$ cat src/rtl/axi_burst_tracker.sv
// Passive AXI3 burst monitor: follows one write and one read burst at a time and
// emits a one-cycle completion record (first/last byte address, error flags, count).

module axi_burst_tracker_chan #(
  parameter int AW       = 32,
  parameter int SW       = 8,
  parameter bit IS_WRITE = 1'b1
) (
  input  logic          clk_i,
  input  logic          rst_ni,
  input  logic          a_valid_i,
  input  logic          a_ready_i,
  input  logic [AW-1:0] a_addr_i,
  input  logic [3:0]    a_len_i,
  input  logic [2:0]    a_size_i,
  input  logic          d_valid_i,
  input  logic          d_ready_i,
  input  logic          d_last_i,
  input  logic [SW-1:0] d_strb_i,
  output logic          done_o,
  output logic [AW-1:0] start_o,
  output logic [AW-1:0] end_o,
  output logic [3:0]    err_o,
  output logic [15:0]   cnt_o,
  output logic          overlap_o,
  output logic          busy_o
);

  // Handshake: a transfer happens on any rising edge where valid & ready are both high.
  typedef enum logic {S_IDLE = 1'b0, S_DATA = 1'b1} state_t;

  localparam logic [2:0] MAX_SIZE = (SW == 8) ? 3'd3 : 3'd2;

  state_t        state_q, state_d;
  logic [3:0]    beat_q, beat_d;
  logic [3:0]    len_q, len_d;
  logic [2:0]    size_q, size_d;
  logic [AW-1:0] addr_q, addr_d;
  logic [AW-1:0] first_q, first_d;
  logic          serr_q, serr_d;

  logic          done_q, done_d;
  logic [AW-1:0] start_q, start_d;
  logic [AW-1:0] end_q, end_d;
  logic [3:0]    err_q, err_d;
  logic [15:0]   cnt_q, cnt_d;

  logic          a_hs, d_hs, start_new, beat_act, complete, hit_len;
  logic          early_last, missing_last, size_err;
  logic [AW-1:0] eff_addr, size_mask, burst_bytes, end_addr;
  logic [3:0]    eff_len, eff_beat;
  logic [2:0]    eff_size, size_c;
  logic [2:0]    lo_idx, off;
  logic          lo_found;
  logic [AW-1:0] beat0_start, cur_start;
  logic          beat0_serr, cur_serr;

  assign a_hs      = a_valid_i & a_ready_i;
  assign d_hs      = d_valid_i & d_ready_i;
  assign start_new = (state_q == S_IDLE) & a_hs;
  // A beat in the address-handshake cycle belongs to the burst being opened (beat 0).
  assign beat_act  = d_hs & ((state_q == S_DATA) | start_new);

  assign eff_addr = start_new ? a_addr_i : addr_q;
  assign eff_len  = start_new ? a_len_i  : len_q;
  assign eff_size = start_new ? a_size_i : size_q;
  assign eff_beat = start_new ? 4'd0     : beat_q;

  assign hit_len      = (eff_beat == eff_len);
  assign complete     = beat_act & (hit_len | d_last_i);
  assign early_last   = d_last_i & ~hit_len;
  assign missing_last = hit_len & ~d_last_i;

  assign size_err    = (eff_size > MAX_SIZE);
  assign size_c      = size_err ? MAX_SIZE : eff_size;
  assign size_mask   = (AW'(1) << size_c) - AW'(1);
  assign burst_bytes = AW'({1'b0, eff_len} + 5'd1) << size_c;
  assign end_addr    = (eff_addr & ~size_mask) + burst_bytes - AW'(1);

  always_comb begin
    lo_idx   = 3'd0;
    lo_found = 1'b0;
    for (int i = 0; i < SW; i++) begin
      if (!lo_found && d_strb_i[i]) begin
        lo_idx   = 3'(i);
        lo_found = 1'b1;
      end
    end
  end

  // On a 32-bit bus the strobe only resolves the low two bits; bit 2 comes from the address.
  always_comb begin
    if (!lo_found)    off = eff_addr[2:0];
    else if (SW == 8) off = lo_idx;
    else              off = {eff_addr[2], lo_idx[1:0]};
  end

  assign beat0_start = IS_WRITE ? {eff_addr[AW-1:3], off} : eff_addr;
  assign beat0_serr  = IS_WRITE & ~lo_found;
  assign cur_start   = (eff_beat == 4'd0) ? beat0_start : first_q;
  assign cur_serr    = (eff_beat == 4'd0) ? beat0_serr  : serr_q;

  always_comb begin
    state_d   = state_q;
    beat_d    = beat_q;
    len_d     = len_q;
    size_d    = size_q;
    addr_d    = addr_q;
    first_d   = first_q;
    serr_d    = serr_q;
    overlap_o = 1'b0;
    unique case (state_q)
      S_IDLE: begin
        if (a_hs) begin
          addr_d  = a_addr_i;
          len_d   = a_len_i;
          size_d  = a_size_i;
          beat_d  = 4'd0;
          state_d = S_DATA;
          if (complete) begin
            state_d = S_IDLE;
          end else if (beat_act) begin
            beat_d  = 4'd1;
            first_d = cur_start;
            serr_d  = cur_serr;
          end
        end
      end
      S_DATA: begin
        if (complete) begin
          state_d = S_IDLE;
          if (a_hs) begin
            addr_d  = a_addr_i;
            len_d   = a_len_i;
            size_d  = a_size_i;
            beat_d  = 4'd0;
            state_d = S_DATA;
          end
        end else begin
          if (beat_act) begin
            beat_d  = beat_q + 4'd1;
            first_d = cur_start;
            serr_d  = cur_serr;
          end
          overlap_o = a_hs;
        end
      end
      default: state_d = S_IDLE;
    endcase
  end

  always_comb begin
    done_d  = complete;
    start_d = start_q;
    end_d   = end_q;
    err_d   = err_q;
    cnt_d   = cnt_q;
    if (complete) begin
      start_d = cur_start;
      end_d   = end_addr;
      err_d   = {size_err, cur_serr, early_last, missing_last};
      cnt_d   = cnt_q + 16'd1;
    end
  end

  always_ff @(posedge clk_i) begin
    if (!rst_ni) begin
      state_q <= S_IDLE;
      beat_q  <= '0;
      len_q   <= '0;
      size_q  <= '0;
      addr_q  <= '0;
      first_q <= '0;
      serr_q  <= 1'b0;
      done_q  <= 1'b0;
      start_q <= '0;
      end_q   <= '0;
      err_q   <= '0;
      cnt_q   <= '0;
    end else begin
      state_q <= state_d;
      beat_q  <= beat_d;
      len_q   <= len_d;
      size_q  <= size_d;
      addr_q  <= addr_d;
      first_q <= first_d;
      serr_q  <= serr_d;
      done_q  <= done_d;
      start_q <= start_d;
      end_q   <= end_d;
      err_q   <= err_d;
      cnt_q   <= cnt_d;
    end
  end

  assign done_o  = done_q;
  assign start_o = start_q;
  assign end_o   = end_q;
  assign err_o   = err_q;
  assign cnt_o   = cnt_q;
  assign busy_o  = (state_q == S_DATA);

endmodule

module axi_burst_tracker #(
  parameter  int AXI_AWIDTH = 32,
  parameter  int AXI_DWIDTH = 64,
  localparam int AXI_WRSTB  = AXI_DWIDTH / 8
) (
  input  logic                  ACLK,
  input  logic                  ARESETN,
  input  logic                  AWVALID,
  input  logic                  AWREADY,
  input  logic [AXI_AWIDTH-1:0] AWADDR,
  input  logic [3:0]            AWLEN,
  input  logic [2:0]            AWSIZE,
  input  logic                  WVALID,
  input  logic                  WREADY,
  input  logic                  WLAST,
  input  logic [AXI_WRSTB-1:0]  WSTRB,
  input  logic                  ARVALID,
  input  logic                  ARREADY,
  input  logic [AXI_AWIDTH-1:0] ARADDR,
  input  logic [3:0]            ARLEN,
  input  logic [2:0]            ARSIZE,
  input  logic                  RVALID,
  input  logic                  RREADY,
  input  logic                  RLAST,
  output logic                  WR_DONE,
  output logic [AXI_AWIDTH-1:0] WR_START,
  output logic [AXI_AWIDTH-1:0] WR_END,
  output logic [3:0]            WR_ERR,
  output logic                  RD_DONE,
  output logic [AXI_AWIDTH-1:0] RD_START,
  output logic [AXI_AWIDTH-1:0] RD_END,
  output logic [3:0]            RD_ERR,
  output logic                  OVERLAP,
  output logic [15:0]           WR_CNT,
  output logic [15:0]           RD_CNT,
  output logic                  WR_STATE_DBG,
  output logic                  RD_STATE_DBG
);

  logic wr_ov, rd_ov;
  logic overlap_q, overlap_d;

  axi_burst_tracker_chan #(
    .AW       (AXI_AWIDTH),
    .SW       (AXI_WRSTB),
    .IS_WRITE (1'b1)
  ) u_wr (
    .clk_i     (ACLK),
    .rst_ni    (ARESETN),
    .a_valid_i (AWVALID),
    .a_ready_i (AWREADY),
    .a_addr_i  (AWADDR),
    .a_len_i   (AWLEN),
    .a_size_i  (AWSIZE),
    .d_valid_i (WVALID),
    .d_ready_i (WREADY),
    .d_last_i  (WLAST),
    .d_strb_i  (WSTRB),
    .done_o    (WR_DONE),
    .start_o   (WR_START),
    .end_o     (WR_END),
    .err_o     (WR_ERR),
    .cnt_o     (WR_CNT),
    .overlap_o (wr_ov),
    .busy_o    (WR_STATE_DBG)
  );

  // The read channel has no strobes; an all-ones strobe keeps the shared logic inert.
  axi_burst_tracker_chan #(
    .AW       (AXI_AWIDTH),
    .SW       (AXI_WRSTB),
    .IS_WRITE (1'b0)
  ) u_rd (
    .clk_i     (ACLK),
    .rst_ni    (ARESETN),
    .a_valid_i (ARVALID),
    .a_ready_i (ARREADY),
    .a_addr_i  (ARADDR),
    .a_len_i   (ARLEN),
    .a_size_i  (ARSIZE),
    .d_valid_i (RVALID),
    .d_ready_i (RREADY),
    .d_last_i  (RLAST),
    .d_strb_i  ({AXI_WRSTB{1'b1}}),
    .done_o    (RD_DONE),
    .start_o   (RD_START),
    .end_o     (RD_END),
    .err_o     (RD_ERR),
    .cnt_o     (RD_CNT),
    .overlap_o (rd_ov),
    .busy_o    (RD_STATE_DBG)
  );

  assign overlap_d = overlap_q | wr_ov | rd_ov;

  always_ff @(posedge ACLK) begin
    if (!ARESETN) overlap_q <= 1'b0;
    else          overlap_q <= overlap_d;
  end

  assign OVERLAP = overlap_q;

endmodule
$ cat config.mk
export PLATFORM = sky130hd
export DESIGN_NAME = axi_burst_tracker
export DESIGN_NICKNAME = d
export VERILOG_FILES = /design/src/rtl/axi_burst_tracker.sv
export SDC_FILE = /design/constraint.sdc
export NUM_CORES = 1
export LEC_CHECK = 0
export BUFFER_PORTS_ARGS = -buffer_cell sky130_fd_sc_hd__buf_2
export CORE_UTILIZATION = 58
export DETAILED_ROUTE_END_ITERATION = 10
export PLACE_DENSITY = 0.81
export SKIP_CTS_REPAIR_TIMING = 1
export SYNTH_ARGS = -nofsm -noshare
export SYNTH_HDL_FRONTEND = slang
export SYNTH_HIERARCHICAL = 1
export SYNTH_SLANG_ARGS = --single-unit
$ cat constraint.sdc
create_clock -name ACLK -period 5.9 [get_ports ACLK]
set_clock_uncertainty 0.1 [all_clocks]
set_input_delay 0.295 -clock ACLK [delete_from_list [all_inputs] [get_ports ACLK]]
set_output_delay 0.295 -clock ACLK [all_outputs]
set_load 0.01 [all_outputs]
==> results of run 1 <==
-- worst reg2reg max path, stage by stage (launching register included) --
cell	delay, ps
dfxtp_1	570
and3b_2	460
or3_1	420
o31a_1	200
nor2_1	210
inv_1	70
ha_1	240
xnor2_1	180
nand2b_1	80
ha_1	320
inv_1	60
ha_1	290
a21o_1	180
a21o_1	210
a211oi_1	310
nor3_1	160
o21a_1	250
o21a_1	240
o311ai_0	510
a211o_1	220
nand4_1	80
-- final timing paths --
| path | endpoint | slack, ps | cells after the start |
|---|---|---|---|
| min reg2reg | u_rd/start_o[17] | 340 | 2 |
| min | u_rd/len_q[2] | -9 | 3 |
| max | u_wr/end_o[30] | 430 | 20 |
| max reg2reg | u_wr/end_o[30] | 430 | 20 |
-- power by group through the flow --
stage | registers [W] | clock network, W | logic (W)
2_1_floorplan | 0.00237 | 0 | 0.00106
3_3_place_gp | 0.00236 | 0 | 0.00141
3_5_place_dp | 0.00236 | 0 | 0.00144
4_1_cts | 0.00232 | 0.00230 | 0.00146
5_1_grt | 0.00233 | 0.00238 | 0.00168
6_report | 0.00232 | 0.00227 | 0.00154
-- area by class of cell --
cell class / instances / area, µm²
Timing Repair Buffer: 374 / 2327
Tap cell: 396 / 495.5
Multi-Input combinational cell: 1725 / 10670
Clock inverter: 9 / 122.6
Inverter: 114 / 435.4
Antenna cell: 6 / 15.01
Fill cell: 2449 / 9040
Sequential cell: 325 / 6506
Clock buffer: 53 / 1056
-- per-layer routing --
metal  vias up  GRT usage, %  share of wire (%)
li1       8711             -                  -
met3       141         6.032                7.3
met1      8492         37.92                 40
met5         -             0                  0
met4         0         14.55                4.2
met2       826         53.83                 48
-- flip-flops by register name, indices dropped and copies added (netlist names), 3 cells and up --
signal	flops
u_rd/len_q	4
u_wr/len_q	4
u_wr/start_o	32
u_wr/first_q	32
u_wr/addr_q	32
u_rd/cnt_o	16
u_wr/beat_q	4
u_wr/size_q	3
u_rd/beat_q	4
u_wr/cnt_o	16
u_rd/start_o	32
u_rd/addr_q	32
u_rd/size_q	3
u_rd/first_q	32
u_wr/err_o	4
u_wr/end_o	32
u_rd/err_o	4
u_rd/end_o	32
-- through the flow --
step	util [%]	area, µm²	worst slack, ps	total power, W	hold WS, ps
floorplan	-	18120	814.8	0.003430	309.9
global placement	64.09	19660	819.6	0.003770	316.2
detailed placement	64.09	19660	595.6	0.003806	341.3
CTS	67.93	20830	565.9	0.006070	-82.26
global route	70.52	21630	136.8	0.006385	20.74
finish	70.52	21630	434.4	0.006121	-8.568
==> impl_metrics.ini, run 1 <==
[setup_path]
end_kind = flop
critPathKind = flop to flop
crit_start = u_wr/busy_o
regToRegStartpoint = u_wr/busy_o
cp-start-kind = flop
required_ps = 6190
cp_cell_sequence = and3b_2 -> or3_1 -> o31a_1 -> nor2_1 -> inv_1 -> ha_1 -> xnor2_1 -> nand2b_1 -> ha_1 -> inv_1 -> ha_1 -> a21o_1 -> a21o_1 -> a211oi_1 -> nor3_1 -> o21a_1 -> o21a_1 -> o311ai_0 -> a211o_1 -> nand4_1
cp_slowest_stage_delay_ps = 570
crit_path_frequent_cell = ha_1
arrival_ps = 5760
cp_slowest_cell = dfxtp_1
critical_path.max_fanout = 21
cp_top_family = compound AO/OA/AOI/OAI gates
path_buf_inv = 2

[die]
num_rows = 64
initial_core_util_pct = 58.99
io_pins = 271
dieArea_mm2 = 0.03190
core-area_mm2 = 0.03067
die_h_um = 178.6
die_x_um = 178.6

[clock_network]
htreeDepth = 2
clk_latency_ps = 510
cts.reportedPaths.clkPinSlew_ps = 60
clock_sinks = 325
cts_buffers = 36
cts_tree = built
clk_path_buf_depth = 3
root_buffer = clkbuf_16

[global_routing]
grt_max_degree = 97
antenna_found_initial = 6
grtUsageTotal_pct = 31.48
grt_overflow = 0
grt_pass1_vias = 16130
grt_first_pass_wirelength_mm = 81.03

[placed_design]
dp.cells = 2856
place_hpwl_mm = 36.16
gp_congestion = 0.9694
io_buffers = 270

[route]
drc_errors = 0
drtPass1Iterations = 6
drt-total-wl_mm = 54.01
viasPerCell = 6.053
vias = 18170
postRouteAntennaNets = 0
drt-initial-drc-count = 1665
wire_per_inst_um = 17.99

[sta]
fin_crit_ps = 5466
relSlewSlack_pct = 18.90
setup_violations = 0
grt_setup_unrepaired = no
drv_slew = 0
whs_ps = -8.568
tns_ps = 0
hold_viol_final = 1
worst_slew_pin_slew_ps = 1214
fmax_mhz = 183.0
post-route-period-util_pct = 92.64

[synthesis]
syn_avg_cell_area_um2 = 7.866
yosys_warnings = 6
synth.cell_area_mm2 = 0.01809
postSynthCellCount = 2300

[power]
p_leak_nw = 9.288
intPower_w = 0.004243
seqPwrFrac_pct = 37.9
p_switching_w = 0.001878
swShare_pct = 30.69
p_clk_share_pct = 37.0
ir_drop_mv = 0.2331
powerDensity_mw_per_mm2 = 283.0
pwr-share-comb_pct = 25.1

[layout]
syn_to_final_growth_pct = 19.56
layout-drive-gt1-share_pct = 15.69
final_common_cell = nand2_1
finalNetCount = 2766
mostFrequentLayoutCells = nand2_1, dfxtp_1, buf_2
fin_cells = 3002

[run_status]
outcome = finished with violations
violations = negative hold slack

[worst_hold_path]
holdCritStartpoint = ARLEN[2]
hold_path_class = input pin to flop

[job]
cap_violations = 0
(Power assumes the default switching activity.)
==> run 2: changes to the inputs <==
ABC_AREA = 1   (was not set)
==> run 2 against run 1 <==
Compared with the run above: sequential power is essentially flat; total power increased by 9.3%; highest routed layer unchanged; clock-buffer cell count decreased by 8; largest power group unchanged; via count rose by 9.0%; non-clock buffer count decreased by 54; sequential share of layout area fell by 0.46 points; largest cell class unchanged; first-iteration DRC count up 12%; the flow still finishes with violations (negative hold slack).
==> impl_metrics.ini, run 2 <==
[run_status]
outcome = finished with violations
violations = negative hold slack

[layout]
final-seq-area_mm2 = 0.006506
antenna_cells = 0
multi_input_area_mm2 = 0.01070
fin_util_pct = 68.89
syn_to_final_growth_pct = 15.61
finalNetCount = 3278
fill_cells = 2789
final_area_mm2 = 0.02196
mostFrequentLayoutCells = nand2_1, nor2_1, dfxtp_1
final_common_cell = nand2_1
layout-drive-gt1-share_pct = 13.34

[sta]
post-route-period-util_pct = 84.51
fin_crit_ps = 4986
setup_violations = 0
whs_ps = -17.88
fmax_mhz = 200.6
drv_slew = 0
worst_slew_pin_slew_ps = 1234
tns_ps = 0
hold_viol_final = 3
relSlewSlack_pct = 17.62
grt_setup_unrepaired = no

[job]
cap_violations = 0

[route]
wl_met1_mm = 24.24
drtPass1Iterations = 6
wl_met3_mm = 3.913
wire_per_inst_um = 16.20
viasPerCell = 5.586
vias = 19810
drc_errors = 0
drt-total-wl_mm = 57.48
drt-initial-drc-count = 1868
postRouteAntennaNets = 0
top_layer = met4
dr_wl_met2_mm = 27.06

[worst_hold_path]
hold_path_class = input pin to flop
whs_path_depth = 3
whs_endpoint = u_wr/addr_q[23]
holdCritStartpoint = AWADDR[23]

[clock_network]
htreeDepth = 2
clock_sinks = 325
clk_latency_ps = 530
cts_buffers = 36
cts.reportedPaths.clkPinSlew_ps = 60
clk_path_buf_depth = 3
root_buffer = clkbuf_16
cts_tree = built

[die]
initial_core_util_pct = 59.59
io_pins = 271
dieArea_mm2 = 0.03348
die_x_um = 183.0
num_rows = 65
core-area_mm2 = 0.03188
die_h_um = 183.0

[global_routing]
grt_pass1_vias = 18300
antenna_found_initial = 0
grtUsageTotal_pct = 33.30
grt_overflow = 0
grt_max_degree = 101
grt_first_pass_wirelength_mm = 90.71

[synthesis]
synth.cell_area_mm2 = 0.01900
syn_avg_cell_area_um2 = 6.652
yosys_warnings = 6
postSynthCellCount = 2856

[power]
ir_drop_mv = 0.2192
powerDensity_mw_per_mm2 = 304.5
p_leak_nw = 10.86
totalPowerFinal_w = 0.006687

[setup_path]
cp-start-kind = flop
reg2reg_slack_ps = 910
end_kind = flop
critical_path.max_fanout = 16
r2r_end = u_wr/end_o[31]
r2r_cells = 23
critPathKind = flop to flop
required_ps = 6220
regToRegStartpoint = u_wr/busy_o
arrival_ps = 5310

[placed_design]
io_buffers = 270
placed_cell_area_mm2 = 0.02039
place_hpwl_mm = 41.86
gp_congestion = 0.9641
==> run 2: metrics by stage <==
step	cells	setup WS, ps
5_1_grt	3547	377.0
3_5_place_dp	3451	1004
3_3_place_gp	3451	1086
4_1_cts	3513	977.7
2_1_floorplan	2864	1758
6_report	3547	913.8
==> run 2: how the worst max path moves through the flow <==
stage / startpoint / to / slack (ps) / cells after the start
after global routing: u_wr/busy_o / u_wr/end_o[20] / 380 / 24
final: u_wr/busy_o / u_wr/end_o[31] / 910 / 23
after global placement: u_wr/busy_o / u_wr/end_o[31] / 1090 / 23
after detailed placement: u_wr/busy_o / u_wr/end_o[31] / 1000 / 24
after CTS: u_wr/busy_o / u_wr/end_o[31] / 980 / 23
after floorplan: u_wr/busy_o / u_wr/end_o[31] / 1760 / 23
==> run 2: critical path, cell delays in order (launching register included) <==
cell and delay [ps]:
dfxtp_1 490, inv_2 70, nand3_1 460, nand2_1 140
nand2_2 150, inv_1 50, nor2_1 380, inv_1 180
o21ai_0 280, mux2i_1 150, ha_1 310, inv_1 40
ha_1 380, nand2_1 100, o21ai_0 420, a21oi_1 190
o21ai_0 400, nand2_1 120, nand2_2 110, nand3_1 90
nand4_1 90, nand3_1 80, nand2_1 70, inv_1 40
==> run 2: routing by layer <==
| metal | vias to the layer above | global-route usage (%) |
|---|---|---|
| met3 | 143 | 4.408 |
| li1 | 9725 | - |
| met1 | 9193 | 42.51 |
| met2 | 753 | 56.09 |
| met4 | 0 | 14.70 |
| met5 | - | 0 |
==> run 2: layout make-up <==
type	count	area share, %
clock inverters	17	1.071
multi-input cells	2098	48.72
well taps	435	2.478
flip-flops and latches	325	29.62
clock buffers	45	4.529
inverters	307	5.247
repair buffers	320	8.334
==> run 2: where the power goes <==
group	switching [W]	total [W]	internal, W
combinational	0.00133	0.00200	0.000675
clock	0.000919	0.00234	0.00142
sequential	0.0000575	0.00235	0.00229
total	0.00230	0.00669	0.00438
